### src/rtl/ahb_wb_pkg.sv
// ahb_wb_pkg: shared AHB/Wishbone encodings and bridge FSM states
package ahb_wb_pkg;
  localparam logic [1:0] HTRANS_IDLE = 2'd0, HTRANS_BUSY = 2'd1, HTRANS_NONSEQ = 2'd2, HTRANS_SEQ = 2'd3;
  localparam logic HRESP_OKAY = 1'b0, HRESP_ERROR = 1'b1;
  typedef enum logic [2:0] {IDLE, WB_CYC, RESP, ERR1, ERR2} ahb_wb_state_e;
endpackage

### src/rtl/ahb_wb_uart_bridge.sv
// ahb_wb_uart_bridge: AHB-Lite slave to 8-bit Wishbone classic master for the UART register file
module ahb_wb_uart_bridge
  import ahb_wb_pkg::*;
#(
  parameter int TIMEOUT_CYCLES = 255,
  parameter int AHB_WIDTH = 32
) (
  input  logic                 wb_clk_i,
  input  logic                 wb_rst_i,
  input  logic                 hsel,
  input  logic [AHB_WIDTH-1:0] haddr,
  input  logic [1:0]           htrans,
  input  logic [2:0]           hsize,
  input  logic                 hwrite,
  input  logic [AHB_WIDTH-1:0] hwdata,
  input  logic                 hready_i,
  output logic                 hready_o,
  output logic                 hresp,
  output logic [AHB_WIDTH-1:0] hrdata,
  output logic [2:0]           wb_adr_o,
  output logic [7:0]           wb_dat_o,
  input  logic [7:0]           wb_dat_i,
  output logic                 wb_we_o,
  output logic                 wb_stb_o,
  output logic                 wb_cyc_o,
  output logic [3:0]           wb_sel_o,
  input  logic                 wb_ack_i
);
  ahb_wb_state_e state, state_nxt;
  logic [2:0] adr_q;
  logic wr_q, accept, tmo, unused;
  logic [15:0] cnt;
  assign accept = hsel & htrans[1] & hready_i;
  assign tmo = cnt == 16'(TIMEOUT_CYCLES - 1);
  assign unused = ^{haddr[AHB_WIDTH-1:5], hwdata[AHB_WIDTH-1:8], hsize, htrans[0]};
  assign wb_adr_o = adr_q;
  assign wb_dat_o = hwdata[7:0];
  assign wb_sel_o = 4'b0001;
  always_ff @(posedge wb_clk_i)
    state <= wb_rst_i ? IDLE : state_nxt;
  always_comb begin
    state_nxt = state;
    if (state == WB_CYC) state_nxt = wb_ack_i ? RESP : tmo ? ERR1 : WB_CYC;
    else if (state == ERR1) state_nxt = ERR2;
    else state_nxt = !accept ? IDLE : (haddr[1:0] != 2'b00) ? ERR1 : WB_CYC;
  end
  always_comb begin
    wb_cyc_o = state == WB_CYC;
    wb_stb_o = wb_cyc_o;
    wb_we_o  = wb_cyc_o & wr_q;
    hready_o = !(state == WB_CYC || state == ERR1);
    hresp    = (state == ERR1 || state == ERR2) ? HRESP_ERROR : HRESP_OKAY;
  end
  // counter idles at zero outside WB_CYC so every Wishbone cycle starts from a fresh count
  always_ff @(posedge wb_clk_i) begin
    if (wb_rst_i) begin
      cnt    <= '0;
      adr_q  <= '0;
      wr_q   <= 1'b0;
      hrdata <= '0;
    end else begin
      cnt <= (state != WB_CYC) ? '0 : cnt + {15'd0, cnt != 16'hFFFF};
      if (accept) begin
        adr_q <= haddr[4:2];
        wr_q  <= hwrite;
      end
      if (state == WB_CYC && wb_ack_i && !wr_q) hrdata <= {{(AHB_WIDTH-8){1'b0}}, wb_dat_i};
    end
  end
endmodule
### config.mk
export PLATFORM = sky130hd
export DESIGN_NAME = ahb_wb_uart_bridge
export DESIGN_NICKNAME = d
export VERILOG_FILES = /design/src/rtl/ahb_wb_pkg.sv /design/src/rtl/ahb_wb_uart_bridge.sv
export SDC_FILE = /design/constraint.sdc
export NUM_CORES = 1
export LEC_CHECK = 0
export ABC_AREA = 1
export BUFFER_PORTS_ARGS = -buffer_cell sky130_fd_sc_hd__buf_2
export CAP_MARGIN = 20
export CELL_PAD_IN_SITES_DETAIL_PLACEMENT = 1
export CELL_PAD_IN_SITES_GLOBAL_PLACEMENT = 1
export CORE_ASPECT_RATIO = 0.75
export CORE_MARGIN = 1.5
export CORE_UTILIZATION = 28
export DETAILED_ROUTE_END_ITERATION = 12
export GPL_ROUTABILITY_DRIVEN = 1
export MAX_ROUTING_LAYER = met4
export PLACE_DENSITY = 0.92
export RECOVER_POWER = 25
export SYNTH_ARGS = -nofsm -noshare
export SYNTH_HDL_FRONTEND = slang
export SYNTH_SLANG_ARGS = --single-unit
### constraint.sdc
create_clock -name wb_clk_i -period 4.1 [get_ports wb_clk_i]
set_clock_uncertainty 0.15 [all_clocks]
set_input_delay 0.205 -clock wb_clk_i [delete_from_list [all_inputs] [get_ports wb_clk_i]]
set_output_delay 0.205 -clock wb_clk_i [all_outputs]
set_load 0.01 [all_outputs]
---- Word level (Yosys, flattened, before mapping) ----
Index checks and enable logic that the tools add are counted.
word-level totals
  bits in writable memories ............... 0
  latch bits .............................. 0
  ROM bits ................................ 0
  memories ................................ 0
  word-level logic and storage cells ...... 30
  flip-flop bits (word level) ............. 31
operators by class
  reduce and logical (&&, ||, !) cells .... 8
  multiply operators ...................... 0
  magnitude comparators ................... 0
  bitwise logic cells ..................... 3
  divide/modulo/power cells ............... 0
  equal/unequal tests ..................... 6
  add/subtract/negate cells ............... 1
  mux-type cells .......................... 7
  shift-type cells ........................ 0
operators with widths
  cell                                                   count
  adder 16 x 1 -> 16 bit                                 1
  == test 16 x 8 -> 1 bit, second input constant         1
  inequality test 16 bit, second input constant          1
  two-way mux 2 bit                                      4
  two-way mux 3 bit                                      2
  AND 1 bit                                              3
  == test 3 x 1 -> 1 bit, second input constant          1
  == test 3 x 2 -> 1 bit, second input constant          1
  == test 3 bit, second input constant                   1
  inequality test 3 x 1 -> 1 bit, second input constant  1
  logical AND 1 bit                                      2
  logical NOT 1 bit                                      2
  logical OR 1 bit                                       2
  nonzero test 2 bit                                     1
  OR reduction 2 bit                                     1
  two-way mux 1 bit                                      1

---- Logic depth before layout (Yosys ltp) ----
Gate-level depths: netlist (run 1).
  depth in word-level cells ............... 5
  depth in mapped cells ................... 10

---- Worst setup path before layout (run 1) ----
OpenSTA, ideal clock, no wires.
  kind .................................... flip-flop to flip-flop
  from .................................... register cnt[6]
  to ...................................... register cnt[12]
  clock period less this slack ............ 1814 ps
  buffers on the path ..................... 0
  stages on the path, launching flop included .. 11
  arrival time ............................ 1595 ps
  path slack .............................. 2286 ps
  cells stage by stage .................... dfxtp_1 -> nand2_1 -> nor2_2 -> nand4_1 -> ha_1 -> ha_1 -> nand3_2 -> inv_1 -> nand3_1 -> nand2_1 -> a21oi_1
on the way
  longest elaborated chain between the ends .. 2
ends and longest elaborated chain
  element                   line                      RTL
  start, declared           ahb_wb_uart_bridge.sv:32  logic [15:0] cnt;
  start signal, assigned    ahb_wb_uart_bridge.sv:62  cnt <= (state != WB_CYC) ? '0 : cnt + {15'd0, cnt != 16'hFFFF};
  inequality test 16 bit    ahb_wb_uart_bridge.sv:62
  adder 16 x 1 -> 16 bit *  ahb_wb_uart_bridge.sv:62
Every way passes the cells marked *; elsewhere a longest branch is shown, timed or not.
A chain may end at the register's enable or synchronous reset.

---- Worst setup path after layout (run 1) ----
  from .................................... register cnt[7]
  to ...................................... register cnt[12]
The elaborated chain is that of the path after synthesis.

==> results of run 1 <==
## through the flow
| stage | power, W | utilization [%] | std cells | worst slack (ns) | area, µm² |
|---|---|---|---|---|---|
| final | 0.000673 | 32.5 | 346 | 1.97 | 1920 |
| after CTS | 0.000678 | 32.6 | 346 | 1.95 | 1930 |
| after global placement | 0.000359 | 30.6 | 338 | 2.08 | 1810 |
| after floorplan | 0.000372 | - | 267 | 2.29 | 1850 |
| after detailed placement | 0.000360 | 30.6 | 338 | 1.99 | 1810 |
| after global routing | 0.000699 | 32.5 | 346 | 1.78 | 1920 |
## synthesized netlist by cell type (all sizes together)
library cell  number  share of area, %
nand2             43               9.5
buf               40                17
dfxtp             31                35
inv               29               6.2
nor2              28               7.6
a21oi             19               5.4
nand4             14               5.0
nand3             11               3.4
o21ai              8               2.3
xor2               4               2.0
ha                 3               2.1
nor3               3              0.86
xnor2              3               1.5
clkbuf             2              0.43
conb               2              0.43
nor3b              1              0.43
## layout make-up
| cell class | count | share of cell area, % |
|---|---|---|
| multi-input cells | 165 | 41.7 |
| inverters | 29 | 5.67 |
| clock inverters | 2 | 1.82 |
| repair buffers | 35 | 9.12 |
| clock buffers | 6 | 4.30 |
| flip-flops and latches | 31 | 32.3 |
| well taps | 78 | 5.08 |
## sequential cells by signal, indices dropped and copies added (netlist names)
register	flops
cnt	16
hrdata	8
state	3
wb_adr_o	3
wr_q	1
## placed cells by master, fill, tap and decap left out, types with 4 or more instances in the layout
master / count
dfxtp_1: 31
nor2_1: 24
a21oi_1: 19
nand2_1: 41
o21ai_0: 7
conb_1: 28
nand4_1: 14
xor2_1: 4
clkbuf_8: 6
nand3_1: 10
buf_2: 35
inv_1: 26
## worst min-delay path, cell delays in order
cell and delay (ns):
buf_2 0.10, nand4_1 0.08, a21oi_1 0.06
## worst max path at each step
| stage | start | to | slack [ns] |
|---|---|---|---|
| final | cnt[7] | cnt[12] | 1.97 |
| after global routing | cnt[7] | cnt[10] | 1.78 |
| after detailed placement | cnt[7] | cnt[12] | 1.99 |
| after CTS | cnt[7] | cnt[12] | 1.95 |
| after floorplan | cnt[6] | cnt[12] | 2.29 |
| after global placement | cnt[7] | cnt[12] | 2.08 |
## routing by layer
layer / global-route usage [%] / vias up
met3: 3.08 / 10
li1: - / 750
met5: - / -
met1: 15.2 / 720
met4: 6.47 / 0
met2: 22.2 / 40
## logic make-up after synthesis
| group | after synthesis | synth area share [%] |
|---|---|---|
| xor+xnor | 7 | 3.50 |
| fa+ha+maj | 3 | 2.14 |
| other cells | 2 | 0.428 |
| simple gates | 100 | 26.8 |
| compound gates | 27 | 7.71 |
| buf+inv | 71 | 24.1 |
| flops | 31 | 35.4 |
## power groups by stage
| stage | Clock (W) | Combinational, W | Sequential, W |
|---|---|---|---|
| 5_1_grt | 0.000340 | 0.0000519 | 0.000308 |
| 3_5_place_dp | 0 | 0.0000459 | 0.000314 |
| 3_3_place_gp | 0 | 0.0000448 | 0.000314 |
| 2_1_floorplan | 0 | 0.0000571 | 0.000315 |
| 4_1_cts | 0.000324 | 0.0000462 | 0.000307 |
| 6_report | 0.000320 | 0.0000459 | 0.000307 |
==> flow_metrics.py, run 1 <==
metrics = {
    "run_status": {
        "outcome": "completed",
    },
    "setup_path": {
        "ff2ff_setup_slack_ns": 1.97,
        "r2r_cells": 10,
        "required_ns": 4.17,
        "r2r_start": "cnt[7]",
        "critical_path_arrival_ns": 2.20,
        "crit_fanout": 7,
        "cpPeakStageDelay_ns": 0.39,
        "cp_top_family": "simple AND/OR/NAND/NOR gates",
        "crit_chain": "nand2_1, nor2_2, nand4_1, ha_1, ha_1, nand3_2, inv_1, nand3_1, nand2_1, a21oi_1",
        "cp_slowest_cell": "dfxtp_1",
        "crit_type": "reg -> reg",
        "cp-start-kind": "register",
        "path_depth": 10,
        "reg2reg_to": "cnt[12]",
        "crit_buf_inv": 1,
        "crit_path_end_kind": "register",
    },
    "global_routing": {
        "first_global_vias": 1479,
        "grt_max_degree": 17,
        "grt_usage_pct": 13.4,
        "grt_first_pass_wirelength_mm": 6.74,
        "antenna_found_initial": 0,
        "grt_overflow": 0,
    },
    "timing": {
        "hold_slack_ns": 0.0441,
        "final-max-slew-violation-count": 0,
        "hold_viol": 0,
        "fmax_ghz": 0.469,
        "setup_tns_ns": 0,
        "period_minus_slack_ns": 2.13,
        "finalCritPeriodShare_pct": 52.1,
        "setup_viol_count_final": 0,
        "rsz0062_at_grt": "false",
    },
    "clocking": {
        "cts.clk_slew.worst_paths_ns": 0.07,
        "clockBufferDepth": 2,
        "cts_tree": "done",
        "cts_buffers": 5,
        "cts_max_level": 2,
        "cts_setup_buffers": 0,
        "cts_hold_buf": 0,
        "cts-root-buf": "clkbuf_8",
        "cts_sinks": 31,
        "cts_resized": 0,
        "insertion_delay_ns": 0.29,
    },
    "floorplanning": {
        "core_area_um2": 5920,
        "ios": 135,
        "initial_core_util_pct": 29.6,
        "rows": 24,
        "die-area_um2": 6750,
        "die_w_um": 94.4,
        "die_y_um": 71.5,
    },
    "logic_synthesis": {
        "syn_area_per_cell_um2": 7.27,
        "ys_seq_area_share_pct": 35.4,
        "synth_cell_types": 24,
        "netlist_instances": 241,
        "ys_warn_count": 0,
        "synth_area_um2": 1750,
        "ys_seq_elements": 31,
    },
    "drt": {
        "first_iter_violations": 76,
        "vias": 1520,
        "met2_length_mm": 2.10,
        "drc_errors": 0,
        "met1Wirelength_mm": 1.89,
        "routed_via_density": 4.39,
        "ant_nets": 0,
        "dr.pass1.iters": 4,
        "wl_met3_um": 189,
        "wirelength_mm": 4.28,
        "maxUsedRoutingLayer": "met4",
        "routedWlPerCell_um": 12.4,
    },
    "worst_hold_path": {
        "min_path_cells": 3,
        "hp-class": "in -> reg",
        "min_from": "wb_dat_i[4]",
        "min_to": "hrdata[4]",
    },
    "power_and_ir_drop": {
        "p_sw_w": 0.000158,
        "intPower_w": 0.000515,
        "p_clk_share_pct": 47.5,
        "combPwrFrac_pct": 6.8,
        "seqPwrFrac_pct": 45.7,
        "p_leak_nw": 0.830,
        "switching_share_pct": 23.5,
        "power_density_nw_per_um2": 351,
        "peakVddDrop_mv": 0.120,
    },
    "job": {
        "cap_violations": 0,
    },
    "layout": {
        "n_antenna_cell": 0,
        "multi_input_area_um2": 801,
        "areaGrowthSynthToFinish_pct": 9.56,
        "final_nets": 353,
        "fillers": 770,
        "layout-drive-gt1-share_pct": 19.8,
        "seq_area_um2": 621,
    },
    "place": {
        "place_congestion": 0.817,
        "io_buffers": 35,
        "hpwlAfterDp_mm": 3.26,
    },
}
(Power assumes the default switching activity.)
==> inputs of run 2 (changes only) <==
--- a/config.mk
+++ b/config.mk
@@ -12,11 +12,11 @@
 export CELL_PAD_IN_SITES_GLOBAL_PLACEMENT = 1
 export CORE_ASPECT_RATIO = 0.75
 export CORE_MARGIN = 1.5
-export CORE_UTILIZATION = 28
+export CORE_UTILIZATION = 23
 export DETAILED_ROUTE_END_ITERATION = 12
 export GPL_ROUTABILITY_DRIVEN = 1
 export MAX_ROUTING_LAYER = met4
-export PLACE_DENSITY = 0.92
+export PLACE_DENSITY = 0.81
 export RECOVER_POWER = 25
 export SYNTH_ARGS = -nofsm -noshare
 export SYNTH_HDL_FRONTEND = slang
==> constraint.sdc (replaced) <==
create_clock -name wb_clk_i -period 1.85 [get_ports wb_clk_i]
set_clock_uncertainty 0.15 [all_clocks]
set_input_delay 0.0925 -clock wb_clk_i [delete_from_list [all_inputs] [get_ports wb_clk_i]]
set_output_delay 0.0925 -clock wb_clk_i [all_outputs]
set_load 0.01 [all_outputs]
==> run 2 against run 1 <==
Cell count grew 18%. Hold slack got worse by 0.011 ns. Critical endpoint is now cnt[8]. Combinational power rose to 3.0 times the previous value. Sequential share of layout area down 6.0 points. Largest cell class unchanged. Highest routed layer unchanged. First-iteration DRC count is 57% higher.
==> flow_metrics.py, run 2 (synthesis gave the netlist of run 1 again) <==
metrics = {
    "layout": {
        "seq_area_um2": 637,
        "n_antenna_cell": 0,
        "regMostFlops": "cnt",
        "top_regs": "cnt x16, hrdata x8",
        "fillers": 942,
        "areaGrowthSynthToFinish_pct": 38.0,
        "fin_util_pct": 32.9,
        "final_nets": 393,
        "layout-drive-gt1-share_pct": 36.0,
        "largest_reg_flops": 16,
        "fin_area_um2": 2420,
        "stdcell_count": 409,
        "multi_input_area_um2": 922,
        "layout.cells.most_common_list": "31 x nand2_1, 31 x buf_2, 28 x conb_1, 25 x buf_4, 24 x inv_1",
    },
    "setup_path": {
        "r2r_cells": 10,
        "required_ns": 1.87,
        "crit_fanout": 6,
        "r2r_start": "cnt[1]",
        "reg2reg_to": "cnt[8]",
        "crit_path_end_kind": "register",
        "critical_path_arrival_ns": 1.87,
        "cp-start-kind": "register",
        "crit_type": "reg -> reg",
        "ff2ff_setup_slack_ns": 0.003,
    },
    "floorplanning": {
        "die-area_um2": 8160,
        "die_w_um": 104,
        "rows": 27,
        "initial_core_util_pct": 23.8,
        "die_y_um": 78.6,
        "ios": 135,
        "core_area_um2": 7360,
    },
    "place": {
        "place_congestion": 0.855,
        "placed_area_um2": 2000,
        "placed_cells": 382,
        "hpwlAfterDp_mm": 3.50,
        "io_buffers": 35,
        "place_ws_ns": -0.0730,
    },
    "global_routing": {
        "first_global_vias": 1759,
        "grt_first_pass_wirelength_mm": 8.74,
        "grt_usage_pct": 14.0,
        "grt_overflow": 0,
        "antenna_found_initial": 0,
        "grt_max_degree": 17,
    },
    "drt": {
        "routed_via_density": 4.33,
        "vias": 1773,
        "ant_nets": 0,
        "wirelength_mm": 5.83,
        "routedWlPerCell_um": 14.3,
        "first_iter_violations": 119,
        "drc_errors": 0,
        "dr.pass1.iters": 4,
    },
    "timing": {
        "setup_slack_ns": 0.00285,
        "period_minus_slack_ns": 1.85,
        "max_slew_margin_pct": 56.4,
        "worst_slew_pin_slew_ns": 0.654,
        "finalCritPeriodShare_pct": 99.8,
        "rsz0062_at_grt": "true",
        "setup_tns_ns": 0,
        "fmax_ghz": 0.541,
        "setup_viol_count_final": 0,
        "final-max-slew-violation-count": 0,
        "hold_viol": 0,
    },
    "worst_hold_path": {
        "min_from": "wb_ack_i",
        "min_path_cells": 3,
        "hp-class": "in -> reg",
        "min_to": "hrdata[2]",
    },
    "clocking": {
        "clockBufferDepth": 2,
        "cts.clk_slew.worst_paths_ns": 0.07,
        "cts_sinks": 31,
        "insertion_delay_ns": 0.29,
        "cts_buffers": 5,
        "cts_max_level": 2,
        "cts_tree": "done",
        "cts-root-buf": "clkbuf_8",
    },
    "run_status": {
        "outcome": "completed",
    },
    "job": {
        "cap_violations": 0,
    },
    "power_and_ir_drop": {
        "power_density_nw_per_um2": 632,
        "p_leak_nw": 1.05,
        "peakVddDrop_mv": 0.267,
    },
}
run 2: cell count changes in the layout (fill, tap and decap cells not counted), sizes merged:
cell / before / now
buf: 35 / 56
dlygate4sd3: 0 / 15
clkbuf: 6 / 10
run 2: power by group:
part           leakage, nW  switching [W]  internal (W)
logic                0.728      0.0000847     0.0000535
clock network       0.0612       0.000274      0.000436
registers            0.257     0.00000451      0.000676
run 2: how the worst max path moves through the flow:
stage,endpoint,cells past startpoint,from
6_report,cnt[8],10,cnt[1]
5_1_grt,cnt[2],8,cnt[1]
4_1_cts,cnt[8],10,cnt[11]
3_5_place_dp,cnt[12],10,cnt[13]
3_3_place_gp,cnt[12],10,cnt[13]
2_1_floorplan,cnt[12],10,cnt[6]
run 2: stage by stage:
step / total power (W) / hold slack [ns]
6_report: 0.00153 / 0.0329
5_1_grt: 0.00158 / 0.0350
4_1_cts: 0.00152 / 0.0222
3_5_place_dp: 0.000803 / 0.0351
3_3_place_gp: 0.000800 / 0.0351
2_1_floorplan: 0.000825 / 0.110
run 2: critical path, cell delays in order (launching register included):
cell	delay [ns]
dfxtp_2	0.34
nand2_2	0.06
nor3_2	0.19
nand4_1	0.20
ha_4	0.23
ha_4	0.17
nand3_4	0.09
nor2_4	0.07
nand2_2	0.08
buf_4	0.12
a21oi_2	0.05
run 2: per-layer routing:
layer  wire length, µm  track usage (%)  vias up
met1              2390             15.7      867
li1                  -                -      834
met5                 0                -        -
met2              3050             24.9       59
met3               208             1.83       13
met4               191             6.53        0
run 2: repair_timing:
item	4_1_cts	5_1_grt
setup buffers	1	3
pin swaps	5	18
endpoints found under the setup margin	10	13
hold buffers	15	0
endpoints found under the hold margin	14	0
gates resized for setup	11	33
run 2: cell type report:
class,instances,area share (%)
sequential,31,26.3
clock buffer,6,3.41
tap,101,5.22
multi-input combinational,165,38.1
inverter,29,4.50
timing repair buffer,75,21.0
clock inverter,2,1.45
